==> config.mk <==
export PLATFORM = sky130hd
export DESIGN_NAME = multi_timer
export DESIGN_NICKNAME = d
export VERILOG_FILES = /design/src/rtl/multi_timer.sv
export SDC_FILE = /design/constraint.sdc
export NUM_CORES = 1
export LEC_CHECK = 0
export CAP_MARGIN = 25
export CELL_PAD_IN_SITES_DETAIL_PLACEMENT = 1
export CELL_PAD_IN_SITES_GLOBAL_PLACEMENT = 1
export CORE_MARGIN = 8
export CORE_UTILIZATION = 45
export DETAILED_ROUTE_END_ITERATION = 8
export PLACE_DENSITY_LB_ADDON = 0.08
export SYNTH_ARGS = -nofsm -noshare
export SYNTH_HDL_FRONTEND = slang
export SYNTH_SLANG_ARGS = --single-unit
==> constraint.sdc <==
create_clock -name clk -period 4.4 [get_ports clk]
set_clock_uncertainty 0.15 [all_clocks]
set_input_delay 1.1 -clock clk [delete_from_list [all_inputs] [get_ports clk]]
set_output_delay 1.1 -clock clk [all_outputs]
set_load 0.01 [all_outputs]
==> src/rtl/multi_timer.sv <==
// multi_timer: NUM_CH independent down-counter timer channels for the CPU bridge.
// Each channel has one-shot, auto-reload and PWM modes, a prescaler, a pending
// flag and an interrupt mask. Four word registers per channel:
// 0 CTRL, 1 PRESET, 2 COUNT (read-only), 3 CMP.
//
// Ports:
//   clk      system clock
//   reset    synchronous, active-high reset
//   Addr     word address (byte address bits [31:2])
//   WE       write enable for the addressed register
//   Din      write data
//   Dout     combinational read data of the addressed register
//   IRQ      OR over channels of (pending & mask)
//   irq_vec  per-channel pending & mask
//   pwm_out  registered per-channel PWM outputs
module multi_timer #(
  parameter int NUM_CH   = 2,
  parameter int WIDTH    = 32,
  parameter int PSC_BITS = 8
) (
  input  logic              clk,
  input  logic              reset,
  input  logic [29:0]       Addr,
  input  logic              WE,
  input  logic [31:0]       Din,
  output logic [31:0]       Dout,
  output logic              IRQ,
  output logic [NUM_CH-1:0] irq_vec,
  output logic [NUM_CH-1:0] pwm_out
);

  localparam int CH_BITS = (NUM_CH > 1) ? $clog2(NUM_CH) : 1;

  typedef enum logic [1:0] {IDLE, LOAD, CNT, DONE} state_t;

  logic [CH_BITS-1:0]           chan;
  logic [1:0]                   reg_sel;
  logic [NUM_CH-1:0][31:0]      ch_rdata;
  logic                         addr_unused;

  // Addr is a word address, so byte bits [3:2] land on Addr[1:0].
  assign reg_sel     = Addr[1:0];
  assign chan        = Addr[CH_BITS+1:2];
  assign addr_unused = &{1'b0, Addr[29:CH_BITS+2], Din};

  for (genvar c = 0; c < NUM_CH; c++) begin : g_ch
    state_t              state_q, state_n;
    logic                en_q, en_n;
    logic [1:0]          mode_q, mode_n;
    logic                im_q;
    logic [PSC_BITS-1:0] psc_q, psc_cnt_q, psc_cnt_n;
    logic [WIDTH-1:0]    preset_q, count_q, count_n, cmp_q, cmp_n;
    logic                pend_q, pend_n;
    logic                pwm_p1, pwm_n;
    logic                sel, ctrl_wr, tick, expire;
    logic [31:0]         rdata;

    assign sel     = WE && (chan == CH_BITS'(c));
    assign ctrl_wr = sel && (reg_sel == 2'd0);
    assign tick    = (psc_cnt_q == psc_q);

    always_comb begin
      state_n   = state_q;
      count_n   = count_q;
      psc_cnt_n = psc_cnt_q;
      en_n      = en_q;
      expire    = 1'b0;
      case (state_q)
        IDLE: if (en_q) state_n = LOAD;
        LOAD: begin
          count_n   = preset_q;
          psc_cnt_n = '0;
          state_n   = CNT;
        end
        CNT: begin
          if (!en_q) begin
            state_n = IDLE;
          end else begin
            psc_cnt_n = tick ? '0 : psc_cnt_q + PSC_BITS'(1);
            if (tick) begin
              // COUNT<=1 also covers PRESET=0: expiry on the first tick.
              if (count_q > WIDTH'(1)) begin
                count_n = count_q - WIDTH'(1);
              end else begin
                count_n = '0;
                expire  = 1'b1;
                state_n = DONE;
              end
            end
          end
        end
        DONE: begin
          if (mode_q == 2'b01 || mode_q == 2'b10) begin
            state_n = en_q ? LOAD : IDLE;
          end else begin
            en_n    = 1'b0;
            state_n = IDLE;
          end
        end
        default: state_n = IDLE;
      endcase
      // A software CTRL write overrides the one-shot auto-disable.
      if (ctrl_wr) en_n = Din[0];
      mode_n = ctrl_wr ? Din[2:1] : mode_q;
      cmp_n  = (sel && reg_sel == 2'd3) ? Din[WIDTH-1:0] : cmp_q;
      // Expiry beats a simultaneous clear.
      pend_n = (pend_q && !(ctrl_wr && Din[31])) || expire;
      // Evaluated on next-state values so the registered output lines up
      // with the COUNT value visible in the same cycle.
      pwm_n  = (state_n == CNT) && (mode_n == 2'b10) && (count_n < cmp_n);
    end

    always_ff @(posedge clk) begin
      if (reset) begin
        state_q   <= IDLE;
        en_q      <= 1'b0;
        mode_q    <= 2'b00;
        im_q      <= 1'b0;
        psc_q     <= '0;
        psc_cnt_q <= '0;
        preset_q  <= '0;
        count_q   <= '0;
        cmp_q     <= '0;
        pend_q    <= 1'b0;
        pwm_p1    <= 1'b0;
      end else begin
        state_q   <= state_n;
        en_q      <= en_n;
        mode_q    <= mode_n;
        psc_cnt_q <= psc_cnt_n;
        count_q   <= count_n;
        cmp_q     <= cmp_n;
        pend_q    <= pend_n;
        pwm_p1    <= pwm_n;
        if (ctrl_wr) begin
          im_q  <= Din[3];
          psc_q <= Din[8 +: PSC_BITS];
        end
        if (sel && reg_sel == 2'd1) preset_q <= Din[WIDTH-1:0];
      end
    end

    always_comb begin
      rdata = '0;
      case (reg_sel)
        2'd0: begin
          rdata[0]            = en_q;
          rdata[2:1]          = mode_q;
          rdata[3]            = im_q;
          rdata[8 +: PSC_BITS] = psc_q;
          rdata[31]           = pend_q;
        end
        2'd1:    rdata[WIDTH-1:0] = preset_q;
        2'd2:    rdata[WIDTH-1:0] = count_q;
        default: rdata[WIDTH-1:0] = cmp_q;
      endcase
    end

    assign ch_rdata[c] = rdata;
    assign irq_vec[c]  = pend_q & im_q;
    assign pwm_out[c]  = pwm_p1;
  end

  // Unmapped channel indices fall through to zero.
  always_comb begin
    Dout = '0;
    for (int c = 0; c < NUM_CH; c++) begin
      if (chan == CH_BITS'(c)) Dout = ch_rdata[c];
    end
  end

  assign IRQ = |irq_vec;

endmodule
==> impl_metrics.ini, run 1 <==
[status]
violations = negative setup slack
status = complete, but fails checks

[clock_network]
cts_tree = done
cts.path.max_buffers = 3
cts_sinks = 240
clock_latency_ps = 560
cts_made_buffers = 29
root_buffer = clkbuf_16
clkTransAtPathRegs_ps = 60
htreeDepth = 1
hold_buffers = 0

[sta]
slew_headroom_pct = 43.4
rsz0062_at_grt = true
fmax_ghz = 0.227
fin_crit_ps = 4400
whs_ps = 323
worst_pin_slew_ps = 842
final-hold-violation-count = 0
fin_ws_ps = -2.10
setup_viol = 1
min_period_over_period_pct = 100
finalMaxSlewViolations = 0

[worst_setup_path]
rr_worst_depth = 15
end_kind = register
crit_fanout = 15
critPathKind = reg2reg
crit_end = g_ch[1].pwm_p1
crit_arrival_ps = 4730
cp.required_ps = 4730
r2r_slack_ps = -2
worst_setup_path_start_kind = register
startpoint = g_ch[1].psc_q[7]
r2r_end = g_ch[1].pwm_p1
regToRegStartpoint = g_ch[1].psc_q[7]

[placed_design]
io_buffer_count = 74
hpwl_microns = 46300
globalplace.congestion = 0.966

[global_route]
grt_pass1_vias = 15600
grt_start_max_net_pins = 147
grt_overflow_total = 0
antenna_found_initial = 0
grt_pass1_wl_microns = 94900
grt_usage_pct = 31.3

[drt]
drc = 0
drt_iter0_drc = 1169
wire_per_inst_microns = 25.8
viasPerCell = 6.34
ant_nets = 0
drt-total-wl_microns = 61800
dr.pass1.iters = 5
vias = 15200

[yosys]
synthFlopType = dfxtp_1
synth_edf_count = 0
yosysTopAreaCellShare_pct = 32.6
ys_warn_count = 0
synth_fa_ha_area_share_pct = 6.45
syn_inst = 1817
ys_types = 81
synth_top_cell_by_area = dfxtp_1
synthMuxAreaShare_pct = 11.9
syn-num-nets = 1958
ys_ff_latch = 240
synth_top_family_by_area = simple AND/OR/NAND/NOR gates
syn_area_sq_um = 14700
synth_commonest_cells = nand2_1 (288), dfxtp_1 (240), a21oi_1 (175), nor2_1 (136), clkbuf_1 (95)
synth_xor_area_share_pct = 1.13
yosys.area_share.simple_pct = 24.5
synth_most_common_cell = nand2_1
synth_seq_area_share_pct = 32.6
synth_area_leaders = dfxtp_1 (33%), nand2_1 (7.3%), ha_1 (6.5%), a21oi_1 (5.9%), mux2i_1 (4.6%)
syn_avg_cell_area_sq_um = 8.11
synth-compound-area-share_pct = 19.3
async_flop_share_pct = 0

[pwr]
leakagePower_uw = 0.00729
power_uw = 5870
powerDensity_nw_per_um2 = 331
ir_drop_v = 0.000301

[layout]
drive_gt1_share_pct = 14.8
area_delta_synth_final_pct = 20.3
antenna_cells = 0
nNetsFinal = 2073

[run]
drv_cap = 0

[floorplan]
ios = 102
dieArea_sq_um = 38800
core_area_sq_um = 32400
start_util_pct = 45.5
rows = 66
die_y_microns = 197
die_w_microns = 197

[worst_hold_path]
hp-class = reg2reg
[placed cells by master, fill, tap and decap left out, drive strengths merged, types with 20 or more instances in the layout]
cell type	Yosys	routed
a21oi	176	176
a221oi	23	23
a22oi	37	37
a31oi	42	42
and2	28	28
and3	20	20
buf	26	135
clkbuf	95	43
clkdlybuf4s50	0	70
dfxtp	240	240
ha	76	76
inv	32	33
mux2	43	43
mux2i	68	68
mux4	26	26
nand2	289	289
nand3	73	73
nand4	37	37
nor2	136	136
nor3	44	44
nor4	28	28
o21ai	69	69
[worst min path at each step]
| stage | startpoint | end | slack, ps | depth (start not counted) |
|---|---|---|---|---|
| 2_1_floorplan | g_ch[1].preset_q[2] | g_ch[1].preset_q[2] | 290 | 2 |
| 3_3_place_gp | g_ch[1].im_q | g_ch[1].im_q | 300 | 2 |
| 3_5_place_dp | g_ch[1].im_q | g_ch[1].im_q | 320 | 2 |
| 4_1_cts | g_ch[1].im_q | g_ch[1].im_q | 320 | 2 |
| 5_1_grt | g_ch[0].im_q | g_ch[0].im_q | 350 | 2 |
| 6_report | g_ch[1].im_q | g_ch[1].im_q | 320 | 2 |
[sequential cells by signal, summed over array words and instances (netlist names)]
signal          cells
g_ch.pwm_p1         2
g_ch.preset_q      64
g_ch.cmp_q         64
g_ch.pend_q         2
g_ch.mode_q         4
g_ch.psc_q         16
g_ch.en_q           2
g_ch.count_q       64
g_ch.im_q           2
g_ch.state_q        4
g_ch.psc_cnt_q     16
[worst max-delay path: stages, from the launching register on]
cell	delay (ps)
dfxtp_1	480
xnor2_1	150
nand4_1	350
buf_4	310
nor2_1	150
buf_4	260
nand4_1	160
or4_1	450
nand2_1	110
ha_1	230
nand3_1	120
nor3_2	70
a221o_1	410
nor4_1	260
nor4bb_2	400
and4b_1	250
[per-stage QoR]
stage	instance area [sq um]	worst slack (ps)	TNS (ps)	instances	utilization (%)
floorplan	14700	258	0	1817	-
global placement	16600	137	0	2337	51.3
detailed placement	16600	92.0	0	2337	51.3
CTS	17700	110	0	2389	54.5
global route	17700	-177	-177	2395	54.8
finish	17700	-2.10	-2.10	2395	54.8
[routing by layer]
layer	routed length, microns	track usage [%]	vias to the layer above
met5	0	0	-
met4	2440	11.9	0
met3	3880	4.54	122
met2	27400	49.5	538
met1	28100	42.7	7560
li1	-	-	6959
[kinds of logic (layout without fill, tap and decap cells)]
logic type                 after synthesis  after routing
and+or+nand+nor                        742            742
muxes                                  137            137
DFF                                    240            240
AOI/OAI and AO/OA                      449            449
adders and majority gates               76             76
xor gates and xnor gates                19             19
buffers and inverters                  154            290
[area by class of cell]
class	instances	area, sq um
Tap cell	442	553
Timing Repair Buffer	205	1840
Sequential cell	240	4800
Clock inverter	9	174
Fill cell	3899	14600
Clock buffer	43	868
Inverter	33	124
Multi-Input combinational cell	1423	9360
[where the power goes]
| part | total [uW] | switching [uW] | internal [uW] |
|---|---|---|---|
| combinational | 989 | 631 | 358 |
| sequential | 2250 | 37.5 | 2210 |
| clock | 2640 | 992 | 1650 |
[repair_timing]
item	CTS	global route
gates resized for setup	0	8
setup endpoints to repair	0	2
setup buffers	0	6
No activity file was read; power rests on OpenSTA's default activity.
==> run 2: changes to the inputs <==
SLEW_MARGIN = 0   (was default)
==> results of run 2 <==
Final layout, timing and power as in run 1 (identical DEF).
